[src/rtl/simplerisc_fetch_unit.sv]
// rtl/simplerisc_fetch_unit.sv - SimpleRisc instruction-fetch stage with request limiter, pending-PC FIFO and 2-entry instruction queue
module simplerisc_fetch_unit #(
    parameter logic [31:0] RESET_PC        = 32'h0000_0000,
    parameter logic [31:0] PC_STEP         = 32'd4,
    parameter int          MAX_OUTSTANDING = 2
) (
    input  logic        clk,
    input  logic        rst_n,
    input  logic [31:0] Branch_PC,
    input  logic        IsBranchTaken,
    input  logic        Stall,
    output logic        imem_req,
    output logic [31:0] imem_addr,
    input  logic        imem_gnt,
    input  logic        imem_rvalid,
    input  logic [31:0] imem_rdata,
    output logic        If_Valid,
    output logic [31:0] If_Instr,
    output logic [31:0] If_PC
);

    typedef enum logic [1:0] {
        S_BOOT  = 2'd0,
        S_RUN   = 2'd1,
        S_FLUSH = 2'd2
    } state_t;

    state_t      state;
    state_t      state_next;

    logic [31:0] fetch_pc;

    // Addresses granted but not yet answered, in request order
    logic [31:0] pend_pc [2];
    logic        pend_wr;
    logic        pend_rd;
    logic [1:0]  outstanding;

    // Instruction queue feeding operand fetch
    logic [31:0] q_pc    [2];
    logic [31:0] q_instr [2];
    logic        q_wr;
    logic        q_rd;
    logic [1:0]  q_count;

    // Wrong-path responses still to be dropped
    logic [1:0]  discard;

    logic        grant;
    logic        resp_run;
    logic        pop;
    logic [2:0]  in_flight;
    logic [1:0]  redirect_discard;
    logic [1:0]  discard_dec;
    logic [1:0]  discard_load;

    assign grant     = imem_req & imem_gnt;
    assign resp_run  = imem_rvalid & (state == S_RUN);
    assign pop       = If_Valid & ~Stall;
    assign in_flight = {1'b0, outstanding} + {1'b0, q_count};

    // A request granted in the redirect cycle is still in flight; a response in that cycle is already gone
    assign redirect_discard = outstanding + 2'(grant) - 2'(imem_rvalid);
    assign discard_dec      = discard - 2'(imem_rvalid && (discard != 2'd0));
    assign discard_load     = (state == S_FLUSH) ? discard_dec :
                              (state == S_RUN)   ? redirect_discard : 2'd0;

    assign imem_addr = fetch_pc;
    assign If_Valid  = (q_count != 2'd0);
    assign If_Instr  = q_instr[q_rd];
    assign If_PC     = q_pc[q_rd];

    // State register
    always_ff @(posedge clk or negedge rst_n) begin
        if (!rst_n) begin
            state <= S_BOOT;
        end else begin
            state <= state_next;
        end
    end

    // Next-state logic: boot lasts one cycle, flush lasts until every wrong-path response is dropped
    always_comb begin
        state_next = state;
        case (state)
            S_BOOT:  state_next = S_RUN;
            S_RUN: begin
                if (IsBranchTaken && (redirect_discard != 2'd0)) begin
                    state_next = S_FLUSH;
                end
            end
            S_FLUSH: begin
                if (discard_dec == 2'd0) begin
                    state_next = S_RUN;
                end
            end
            default: state_next = S_BOOT;
        endcase
    end

    // Output logic: request only while running and under the in-flight limit
    always_comb begin
        imem_req = 1'b0;
        if (state == S_RUN && in_flight < 3'(MAX_OUTSTANDING)) begin
            imem_req = 1'b1;
        end
    end

    // Fetch PC: redirect wins, otherwise advance on every accepted request
    always_ff @(posedge clk or negedge rst_n) begin
        if (!rst_n) begin
            fetch_pc <= RESET_PC;
        end else if (IsBranchTaken) begin
            fetch_pc <= Branch_PC;
        end else if (grant) begin
            fetch_pc <= fetch_pc + PC_STEP;
        end
    end

    // Pending-PC FIFO and outstanding count
    always_ff @(posedge clk or negedge rst_n) begin
        if (!rst_n) begin
            pend_pc[0]  <= 32'h0;
            pend_pc[1]  <= 32'h0;
            pend_wr     <= 1'b0;
            pend_rd     <= 1'b0;
            outstanding <= 2'd0;
        end else if (IsBranchTaken) begin
            pend_wr     <= 1'b0;
            pend_rd     <= 1'b0;
            outstanding <= 2'd0;
        end else begin
            if (grant) begin
                pend_pc[pend_wr] <= fetch_pc;
                pend_wr          <= ~pend_wr;
            end
            if (resp_run) begin
                pend_rd <= ~pend_rd;
            end
            outstanding <= outstanding + 2'(grant) - 2'(resp_run);
        end
    end

    // Instruction queue: push on in-run response, pop when operand fetch accepts
    always_ff @(posedge clk or negedge rst_n) begin
        if (!rst_n) begin
            for (int i = 0; i < 2; i++) begin
                q_pc[i]    <= 32'h0;
                q_instr[i] <= 32'h0;
            end
            q_wr    <= 1'b0;
            q_rd    <= 1'b0;
            q_count <= 2'd0;
        end else if (IsBranchTaken) begin
            q_wr    <= 1'b0;
            q_rd    <= 1'b0;
            q_count <= 2'd0;
        end else begin
            if (resp_run) begin
                q_pc[q_wr]    <= pend_pc[pend_rd];
                q_instr[q_wr] <= imem_rdata;
                q_wr          <= ~q_wr;
            end
            if (pop) begin
                q_rd <= ~q_rd;
            end
            q_count <= q_count + 2'(resp_run) - 2'(pop);
        end
    end

    // Discard counter: loaded on redirect, counts down on each dropped response while flushing
    always_ff @(posedge clk or negedge rst_n) begin
        if (!rst_n) begin
            discard <= 2'd0;
        end else if (IsBranchTaken) begin
            discard <= discard_load;
        end else if (state == S_FLUSH) begin
            discard <= discard_dec;
        end
    end

endmodule

[config.mk]
export PLATFORM = sky130hd
export DESIGN_NAME = simplerisc_fetch_unit
export DESIGN_NICKNAME = d
export VERILOG_FILES = /design/src/rtl/simplerisc_fetch_unit.sv
export SDC_FILE = /design/constraint.sdc
export NUM_CORES = 1
export LEC_CHECK = 0
export CAP_MARGIN = 10
export CORE_MARGIN = 2
export CORE_UTILIZATION = 49
export DETAILED_ROUTE_END_ITERATION = 12
export MAX_ROUTING_LAYER = met4
export PLACE_DENSITY = 0.88
export SLEW_MARGIN = 20
export SYNTH_ARGS = -nofsm -noshare
export SYNTH_HDL_FRONTEND = slang
export SYNTH_SLANG_ARGS = --single-unit
[constraint.sdc]
create_clock -name clk -period 3.33 [get_ports clk]
set_clock_uncertainty 0.1 [all_clocks]
set_input_delay 0.666 -clock clk [delete_from_list [all_inputs] [get_ports clk]]
set_output_delay 0.666 -clock clk [all_outputs]
set_load 0.02 [all_outputs]
# ---- Word-level counts from Yosys, hierarchy flattened
# Index checks and enable logic that the tools add are counted.
dict set report word_totals {
  register_bits 236
  inputBits 70
  output_inout_bits 98
  word_cells 100
}
dict set report classes {
  add_sub_neg 8
  order_cmp 7
  eq_ne 4
  n_mux 36
  n_bitwise 13
  n_reduce_logical 17
}
# cell count
set op_table {}
lappend op_table {{two-way mux 32 bit} 13}
lappend op_table {{bitwise mux 64 bit} 3}
lappend op_table {{demux 32 bit (select 1 bit)} 2}
lappend op_table {{adder 32 x 3 -> 32 bit (second input constant)} 1}
lappend op_table {{two-way mux 2 bit} 8}
lappend op_table {{nonzero test 2 bit} 7}
lappend op_table {{two-way mux 1 bit} 9}
lappend op_table {{>= comparator 2 bit (second input constant)} 4}
lappend op_table {{NOT 1 -> 2 bit} 4}
lappend op_table {{subtractor 2 x 1 -> 2 bit} 4}
lappend op_table {{NOT 1 bit} 6}
lappend op_table {{one-hot mux 2 bit (3 select lines)} 1}
lappend op_table {{AND reduction 2 bit} 3}
lappend op_table {{logical AND 1 bit} 5}
lappend op_table {{adder 2 x 1 -> 2 bit} 2}
lappend op_table {{logical NOT 2 bit} 2}
lappend op_table {{< comparator 2 x 1 -> 1 bit (second input constant)} 2}
lappend op_table {{adder 2 x 2 -> 3 bit} 1}
lappend op_table {{bitwise AND 1 bit} 3}
lappend op_table {{< comparator 3 x 2 -> 1 bit (second input constant)} 1}
lappend op_table {{== test 2 x 1 -> 1 bit (second input constant)} 1}
lappend op_table {{== test 2 bit (second input constant)} 1}
lappend op_table {{inequality test 2 x 1 -> 1 bit (second input constant)} 1}
lappend op_table {{inequality test 2 bit (second input constant)} 1}

# ---- Depth between registers and ports, before layout
# Gate-level depths: netlist (run 1).
dict set report depth {
  depth_word 11
  depth_mapped 15
}

# ---- Worst setup path before layout (run 1)
# No wires, ideal clock.
dict set report synth_timing {
  path_kind {register -> register}
  startpoint {reg outstanding[0]}
  endpoint {reg state[0]}
  setup_ns 0.082
  arrival_ns 3.198
  path_slack_ns -0.051
  path_stages_with_launch 16
  n_path_buf 2
  path_cell_list {dfrtp_1 -> and2_1 -> fa_1 -> or4b_1 -> buf_2 -> inv_2 -> nand2_1 -> clkbuf_1 -> inv_1 -> ha_1 -> inv_1 -> ha_1 -> inv_1 -> or2_2 -> and3_1 -> o22ai_1}
}
dict set report synth_via {
  elab_chain_cells 11
}
# item line
set synth_rtl {}
lappend synth_rtl {{from (decl)} 37} ;# logic [1:0] outstanding;
lappend synth_rtl {{from (signal assigned)} 140} ;# outstanding <= outstanding + 2'(grant) - 2'(resp_run);
lappend synth_rtl {{adder 2 x 2 -> 3 bit} 60} ;# assign in_flight = {1'b0, outstanding} + {1'b0, q_count};
lappend synth_rtl {{< comparator 3 x 2 -> 1 bit} 104} ;# if (state == S_RUN && in_flight < 3'(MAX_OUTSTANDING)) begin
lappend synth_rtl {{logical AND 1 bit} 104}
lappend synth_rtl {{two-way mux 1 bit} 104}
lappend synth_rtl {{via imem_req} 12} ;# output logic imem_req,
lappend synth_rtl {{bitwise AND 1 bit} 57} ;# assign grant = imem_req & imem_gnt;
lappend synth_rtl {{adder 2 x 1 -> 2 bit} 63} ;# assign redirect_discard = outstanding + 2'(grant) - 2'(imem_rvalid);
lappend synth_rtl {{subtractor 2 x 1 -> 2 bit} 63}
lappend synth_rtl {{nonzero test 2 bit} 88} ;# if (IsBranchTaken && (redirect_discard != 2'd0)) begin
lappend synth_rtl {{logical AND 1 bit} 88}
lappend synth_rtl {{inequality test 2 x 1 -> 1 bit (no line)} --}
lappend synth_rtl {{AND reduction 2 bit (no line)} --}
lappend synth_rtl {{to (signal assigned)} 78} ;# state <= state_next;
lappend synth_rtl {{to (decl)} 28} ;# state_t state;
# The timed path passes the listed nets, and every way through them passes these cells.
# A chain may end at the register's enable or synchronous reset.

# ---- Worst setup path in the final report (run 1)
dict set report layout_timing {
  startpoint {reg outstanding[0]}
  endpoint {reg state[0]}
}
dict set report layout_via {
  elab_chain_cells 11
}
# item line
set layout_rtl {}
lappend layout_rtl {{adder 2 x 2 -> 3 bit} 60}
lappend layout_rtl {{< comparator 3 x 2 -> 1 bit} 104}
lappend layout_rtl {{logical AND 1 bit} 104}
lappend layout_rtl {{two-way mux 1 bit} 104}
lappend layout_rtl {{bitwise AND 1 bit} 57}
lappend layout_rtl {{adder 2 x 1 -> 2 bit (*)} 63}
lappend layout_rtl {{subtractor 2 x 1 -> 2 bit (*)} 63}
lappend layout_rtl {{nonzero test 2 bit (*)} 88}
lappend layout_rtl {{logical AND 1 bit (*)} 88}
lappend layout_rtl {{inequality test 2 x 1 -> 1 bit (no line) (*)} --}
lappend layout_rtl {{AND reduction 2 bit (no line) (*)} --}
# Every way passes the cells marked *; elsewhere a longest branch is shown, timed or not.

==> key figures, run 1 <==
Clock tree
  • Root Driver: clkbuf_16
  • TritonCTS Sinks: approximately 240
  • H-tree levels: 1
  • CTS tree: built
  • Clk pin slew, worst setup/hold paths: around 60 ps
  • Clk_lat worst skew: ~520 ps
  • Setup Fix Bufs, Post-CTS: 0
  • CTS max path bufs: 3
  • TritonCTS buffer count: 25

Placed design
  • HPWL Detailed: between 15 and 20 mm
  • Area after DPL: about 0.013 sq mm
  • RePlAce Congestion: around 0.81
  • Port buffer count: around 170
  • Dpl ws: between 150 and 200 ps

Synth
  • Seq/Total Area, Yosys: 0.561
  • Mapped Nets: 940
  • Syn Inst Count: 862
  • Post-synth EDFFs: 0
  • Synth Area in XOR/XNOR: 0.0166
  • Cell Area, Synth: between 0.01 and 0.015 sq mm
  • Mux share of post-synthesis cell area: 0.239
  • Post-Synth Adder-Cell Area: 0.0102
  • Post-synthesis cell type count: 39
  • Largest family of logic cells by synthesized area: multiplexers
  • Ys async rst share: 1.00
  • Post-synth top area share: 0.561
  • Largest area contributor in the netlist: dfrtp_1
  • Yosys warnings: 0
  • Area contributors post-synth: dfrtp_1 56%, mux2_2 21%, nor2_1 3.2%
  • Simple-gate share of the synthesized area: 0.0851
  • Syn Area/Cell: about 12 sq um
  • Most used DFF post-synth: dfrtp_1
  • #FFs+latches synth: about 240
  • Post-synthesis compound-gate area fraction: 0.0646

Drt
  • Vias per std cell: roughly 5.6
  • Remaining antenna violation count after routing: 0
  • Vias: between 7000 and 8000
  • Met3 WL: 1.66 mm
  • Pre-antenna DRT Iters: 5
  • DRT iter0 DRCs: 382
  • M1 WL: 10.6 mm
  • Top Metal Used: met4
  • DRC viols: 0
  • Final WL: roughly 24 mm
  • Met2 wire len: around 11 mm
  • WL/cell: between 15 and 20 um

Final layout
  • Register area: between 0.005 and 0.006 sq mm
  • Multi-input logic area: roughly 0.0044 sq mm
  • Fin util: 0.633
  • Layout cells sized above 1: 0.252
  • Antenna cells: 0
  • Area Growth Syn to Fin: 26.8%
  • Post-Layout Inst Area: between 0.01 and 0.015 sq mm
  • Final net count: between 1000 and 1500
  • Fillcell total: roughly 1600

Timing
  • RSZ-0062 raised after global routing: no
  • Final hold violation count: 0
  • Highest clock rate: 0.314 GHz
  • Min Tclk post-route: 3180 ps
  • Period Utilization, post-route: 0.956
  • Setup TNS: 0 ps
  • Post-route setup slack: roughly 150 ps
  • Max_slew headroom: 0.317
  • Worst slew pin tran: just over 1000 ps
  • Setup violators final: 0
  • Final Slew Violations: 0

Job
  • Max Cap Violations: 0

Worst setup path
  • Worst r2r dst: state[0]
  • Critical path launch point type: register
  • R2R depth: 13
  • Crit. End Element: register
  • R2R Setup Slk: ~150 ps
  • Critical path arrival: 3520 ps
  • CP Class: register to register
  • Crit path required time: 3670 ps
  • Critical R2R Launch: outstanding[0]
  • Crit-path max FO: 9

Min path
  • Worst Hold Class: register to register
  • Hold EP: q_instr[27]
  • Cells on Worst Hold Path: 1
  • Hold Path Origin: q_instr[27]

Power
  • Power density cells: between 900 and 1000 mW/mm^2
  • Worst IR Drop VDD: approximately 0.35 mV
  • LEAKAGE: around 5.5 nW

Global routing
  • Global route total overflow: 0
  • Gr usage total: 0.218
  • First-pass GRT wire length: 38.4 mm
  • Vias in the first global route: roughly 7600
  • Initial antenna violation count: 0
  • Largest net degree at the start of global routing: between 90 and 100

Floorplan
  • # IOs: between 150 and 200
  • Total die area: between 0.02 and 0.025 sq mm
  • Initial Util: 0.500
  • FP Rows: 53
  • Die W: between 150 and 200 um
  • Core area: 0.0211 sq mm
  • Die Y: between 150 and 200 um

Run status
  • Status: finished, final reports clean
## flip-flops by register name, indices dropped and copies added (netlist names)
name / count
q_count: 2
pend_pc: 64
q_wr: 1
pend_rd: 1
discard: 2
q_pc: 64
q_instr: 64
outstanding: 2
imem_addr: 32
q_rd: 1
state: 2
pend_wr: 1
## cell families after synthesis
| group | Yosys count |
|---|---|
| and+or+nand+nor | 185 |
| AOI/OAI and AO/OA | 120 |
| xor gates and xnor gates | 20 |
| buffers and inverters | 66 |
| adders and majority gates | 8 |
| muxes | 227 |
| DFF | 236 |
## power breakdown
part	internal [W]	switching [W]
Sequential	0.00414	0.000825
Clock	0.00153	0.00110
Combinational	0.00281	0.00248
## final cells by class
class,count,share of cell area
Sequential cell,236,0.442
Multi-Input combinational cell,560,0.329
Timing Repair Buffer,185,0.142
Clock buffer,34,0.0516
Tap cell,275,0.0258
Clock inverter,10,0.00637
Inverter,10,0.00300
## through the flow
stage,hold slack [ps],total power [W],instances
after floorplan,270,0.00812,862
after global placement,362,0.0100,1265
after detailed placement,370,0.0103,1265
after CTS,406,0.0130,1310
after global routing,418,0.0136,1310
final,401,0.0129,1310
## critical path, cell delays in order (launching register included)
cell and delay (ps):
dfrtp_1 390, and2_1 170, fa_1 430, or4b_4 580, inv_4 120, nand2_1 90, inv_1 60, ha_1 120
inv_1 60, ha_1 310, inv_1 40, or2_2 290, and3_1 180, o22ai_1 140
## cells in the final DEF (no fill, tap or decap), drive strengths merged, types with 14 or more instances in the layout
| master | count |
|---|---|
| a21oi | 65 |
| a31oi | 18 |
| buf | 19 |
| clkbuf | 34 |
| clkdlybuf4s50 | 165 |
| dfrtp | 236 |
| mux2 | 194 |
| mux2i | 33 |
| nand2 | 23 |
| nand4 | 14 |
| nor2 | 91 |
| o21ai | 16 |
| o31ai | 14 |
| or4 | 14 |
## cell usage after synthesis, drive strengths merged, types with 3 or more instances
| cell type | instances |
|---|---|
| dfrtp | 236 |
| mux2 | 194 |
| nor2 | 91 |
| a21oi | 65 |
| clkbuf | 41 |
| mux2i | 33 |
| nand2 | 23 |
| a31oi | 18 |
| o21ai | 16 |
| buf | 15 |
| nand4 | 14 |
| o31ai | 14 |
| or4 | 14 |
| inv | 10 |
| xnor2 | 10 |
| xor2 | 10 |
| nand3 | 8 |
| ha | 7 |
| and3 | 6 |
| or3 | 5 |
| and4 | 4 |
| and2 | 3 |
| nand2b | 3 |
| nor2b | 3 |
| nor3 | 3 |
| nor4 | 3 |
## metal layers
layer	track usage	vias to the layer above
met3	0.0388	31
met4	0.0505	0
li1	-	3398
met1	0.282	3665
met2	0.360	249
met5	-	-
## what timing repair did
item / 4_1_cts / 5_1_grt
setup endpoints to repair: 1 / 3
gates resized for setup: 3 / 2
hold buffers: 1 / 0
pin swaps: 0 / 0
endpoints found under the hold margin: 49 / 0
## worst max-delay path by stage
stage                     cells after the start  slack, ps            from       end
after floorplan                              15         40  outstanding[0]  state[0]
after global placement                        5        250  outstanding[0]  imem_req
after detailed placement                     13        150  outstanding[0]  state[0]
after CTS                                     5          9  outstanding[0]  imem_req
after global routing                         13         50  outstanding[0]  state[0]
final                                        13        150  outstanding[0]  state[0]
(Power assumes the default switching activity.)
==> inputs of run 2 (changes only) <==
- SETUP_SLACK_MARGIN: not set -> 0.1
==> run 2 against run 1 <==
Register-to-register slack gained 80 ps. Count of clock-buffer cells in the layout unchanged. Critical endpoint is now imem_req. Flip-flop and latch count is the same. Sequential power about the same. Sequential share of layout area down 0.27 points. Largest cell class unchanged. Critical path type is now register to primary output. Setup slack improved by 20 ps. Non-clock buffer count stayed put. Clock power increased by 10%. Power grew 1.8%.
==> key figures, run 2 (synthesis gave the netlist of run 1 again) <==
Final layout
  • Final net count: 1096 (unchanged)
  • Layout cells sized above 1: 0.257 (was 0.252)
  • Most frequent cells in the layout: 234 x dfrtp_1, 194 x mux2_2, 165 x clkdlybuf4s50_1 (unchanged)
  • Top Registers: pend_pc (64), q_instr (64), q_pc (64) (unchanged)
  • Fin util: 0.637 (was 0.633)
  • Antenna cells: 0 (unchanged)
  • Area Growth Syn to Fin: 27.6% (was 26.8%)
  • Most common cell after layout, fill and taps aside: dfrtp_1 (unchanged)

Timing
  • Period Utilization, post-route: 0.950 (was 0.956)
  • Final hold violation count: 0 (unchanged)
  • Worst slew pin tran: 1020 ps (about the same)
  • Final Slew Violations: 0 (unchanged)
  • Setup violators final: 0 (unchanged)
  • Highest clock rate: 0.316 GHz (was 0.314 GHz)
  • Min Tclk post-route: 3160 ps (was 3180 ps)
  • Max_slew headroom: 0.317 (about the same)
  • RSZ-0062 raised after global routing: no (unchanged)
  • Setup TNS: 0 ps (unchanged)

Global routing
  • Initial antenna violation count: 0 (unchanged)
  • Gr usage total: 0.216 (was 0.218)
  • Vias in the first global route: 7422 (was 7635)
  • Largest net degree at the start of global routing: 87 (was 97)
  • First-pass GRT wire length: 38.1 mm (was 38.4 mm)
  • Global route total overflow: 0 (unchanged)

Drt
  • Pre-antenna DRT Iters: 4 (was 5)
  • Final WL: 23.9 mm (was 24.0 mm)
  • DRT iter0 DRCs: 486 (was 382)
  • Remaining antenna violation count after routing: 0 (unchanged)
  • DRC viols: 0 (unchanged)
  • WL/cell: 18.3 um (about the same)
  • Vias per std cell: 5.52 (was 5.61)
  • Vias: 7229 (was 7343)

Floorplan
  • Initial Util: 0.500 (unchanged)
  • Core area: 0.0211 sq mm (unchanged)
  • Die W: 151 um (unchanged)
  • Total die area: 0.0227 sq mm (unchanged)
  • # IOs: 168 (unchanged)
  • FP Rows: 53 (unchanged)
  • Die Y: 151 um (unchanged)

Power
  • Worst IR Drop VDD: 0.382 mV (was 0.350 mV)
  • Sw Ratio: 0.334 (was 0.342)
  • Internal Pwr Total: 0.00872 W (was 0.00848 W)
  • Sequential Power Share: 0.377 (was 0.386)
  • Combinational power share: 0.402 (was 0.410)
  • LEAKAGE: 5.57 nW (was 5.53 nW)
  • Clock share of power: 0.221 (was 0.204)
  • Power density cells: 975 mW/mm^2 (was 964 mW/mm^2)
  • Psw: 0.00438 W (was 0.00440 W)

Worst setup path
  • Critical R2R Launch: outstanding[0] (unchanged)
  • Crit-path max cell delay: 610 ps (was 580 ps)
  • Critical path launch point type: register (unchanged)
  • Critical path arrival: 2400 ps (was 3520 ps)
  • CP Class: register to primary output (was register to register)
  • Worst r2r dst: state[0] (unchanged)
  • Crit-path max FO: 9 (unchanged)
  • Crit path required time: 2560 ps (was 3670 ps)
  • CP max-delay cell: or4b_4 (unchanged)
  • Cell chain of the critical path: and2_1, fa_1, or4b_4, inv_6, buf_2 (was and2_1, fa_1, or4b_4, inv_4, nand2_1, inv_1, ha_1, inv_1, ha_1, inv_1, or2_2, and3_1, o22ai_1)
  • Buffers and inverters on the worst path: 2 (was 4)
  • Crit. End Element: primary output (was register)
  • Top delay family on crit path: simple AND/OR/NAND/NOR gates (unchanged)
  • R2R depth: 13 (unchanged)
  • R2R Setup Slk: 230 ps (was 150 ps)

Placed design
  • HPWL Detailed: 15.6 mm (was 15.8 mm)
  • RePlAce Congestion: 0.809 (was 0.812)
  • Port buffer count: 167 (unchanged)

Run status
  • Status: finished, final reports clean (unchanged)

Clock tree
  • CTS tree: built (unchanged)
  • H-tree levels: 1 (unchanged)
  • CTS max path bufs: 3 (unchanged)
  • Root Driver: clkbuf_16 (unchanged)
  • CTS hold repair buffers: 0 (was 1)
  • TritonCTS Sinks: 236 (unchanged)
  • Clk_lat worst skew: 510 ps (was 520 ps)
  • TritonCTS buffer count: 25 (unchanged)
  • Clk pin slew, worst setup/hold paths: 60 ps (about the same)
  • Gates resized, CTS repair: 5 (was 3)
  • Setup Fix Bufs, Post-CTS: 0 (unchanged)

Job
  • Max Cap Violations: 0 (unchanged)

Min path
  • Worst Hold Class: input port to asynchronous set/reset pin (was register to register)
## run 2: cell types whose count changed in the layout (fill, tap and decap cells not counted), moves of 2 or more
cell,delta
bufinv_16,+3
buf_4,+2
clkbuf_1,-2
clkbuf_8,+2
clkinv_4,-2
## run 2: cell type report
type	count	area, sq um
Clock buffer	34	709
Clock inverter	10	153
Fill cell	1569	7650
Inverter	10	42.5
Multi-Input combinational cell	560	4400
Sequential cell	236	5910
Tap cell	275	344
Timing Repair Buffer	185	1880
## run 2: routing by layer
metal,GRT usage,vias up,part of all wire
li1,-,3386,-
met4,0.0509,0,0.018
met1,0.292,3571,0.45
met5,-,-,0
met3,0.0330,42,0.058
met2,0.346,230,0.47
## run 2: worst max path at each step
stage / from / endpoint / slack, ps / cells after the start
detailed placement: outstanding[0] / imem_addr[24] / 100 / 6
global route: outstanding[0] / imem_req / 100 / 5
finish: outstanding[0] / imem_req / 170 / 5
floorplan: outstanding[0] / state[0] / 120 / 15
global placement: outstanding[0] / imem_req / 180 / 5
CTS: outstanding[0] / imem_req / 160 / 5
## run 2: per-stage QoR
step	setup WS [ps]	instances	power, W	area [sq um]	hold slack (ps)
floorplan	117	862	0.00814	10600	270
global placement	175	1266	0.0100	12600	365
detailed placement	99.4	1266	0.0102	12600	390
CTS	156	1310	0.0132	13400	54.4
global route	102	1310	0.0139	13400	75.5
finish	166	1310	0.0131	13400	46.0
## run 2: power groups by stage
stage	clock, W	combinational, W	sequential [W]
final	0.00289	0.00526	0.00494
after floorplan	0	0.00343	0.00471
after detailed placement	0	0.00526	0.00497
after global placement	0	0.00513	0.00487
after global routing	0.00307	0.00568	0.00510
after CTS	0.00293	0.00531	0.00494
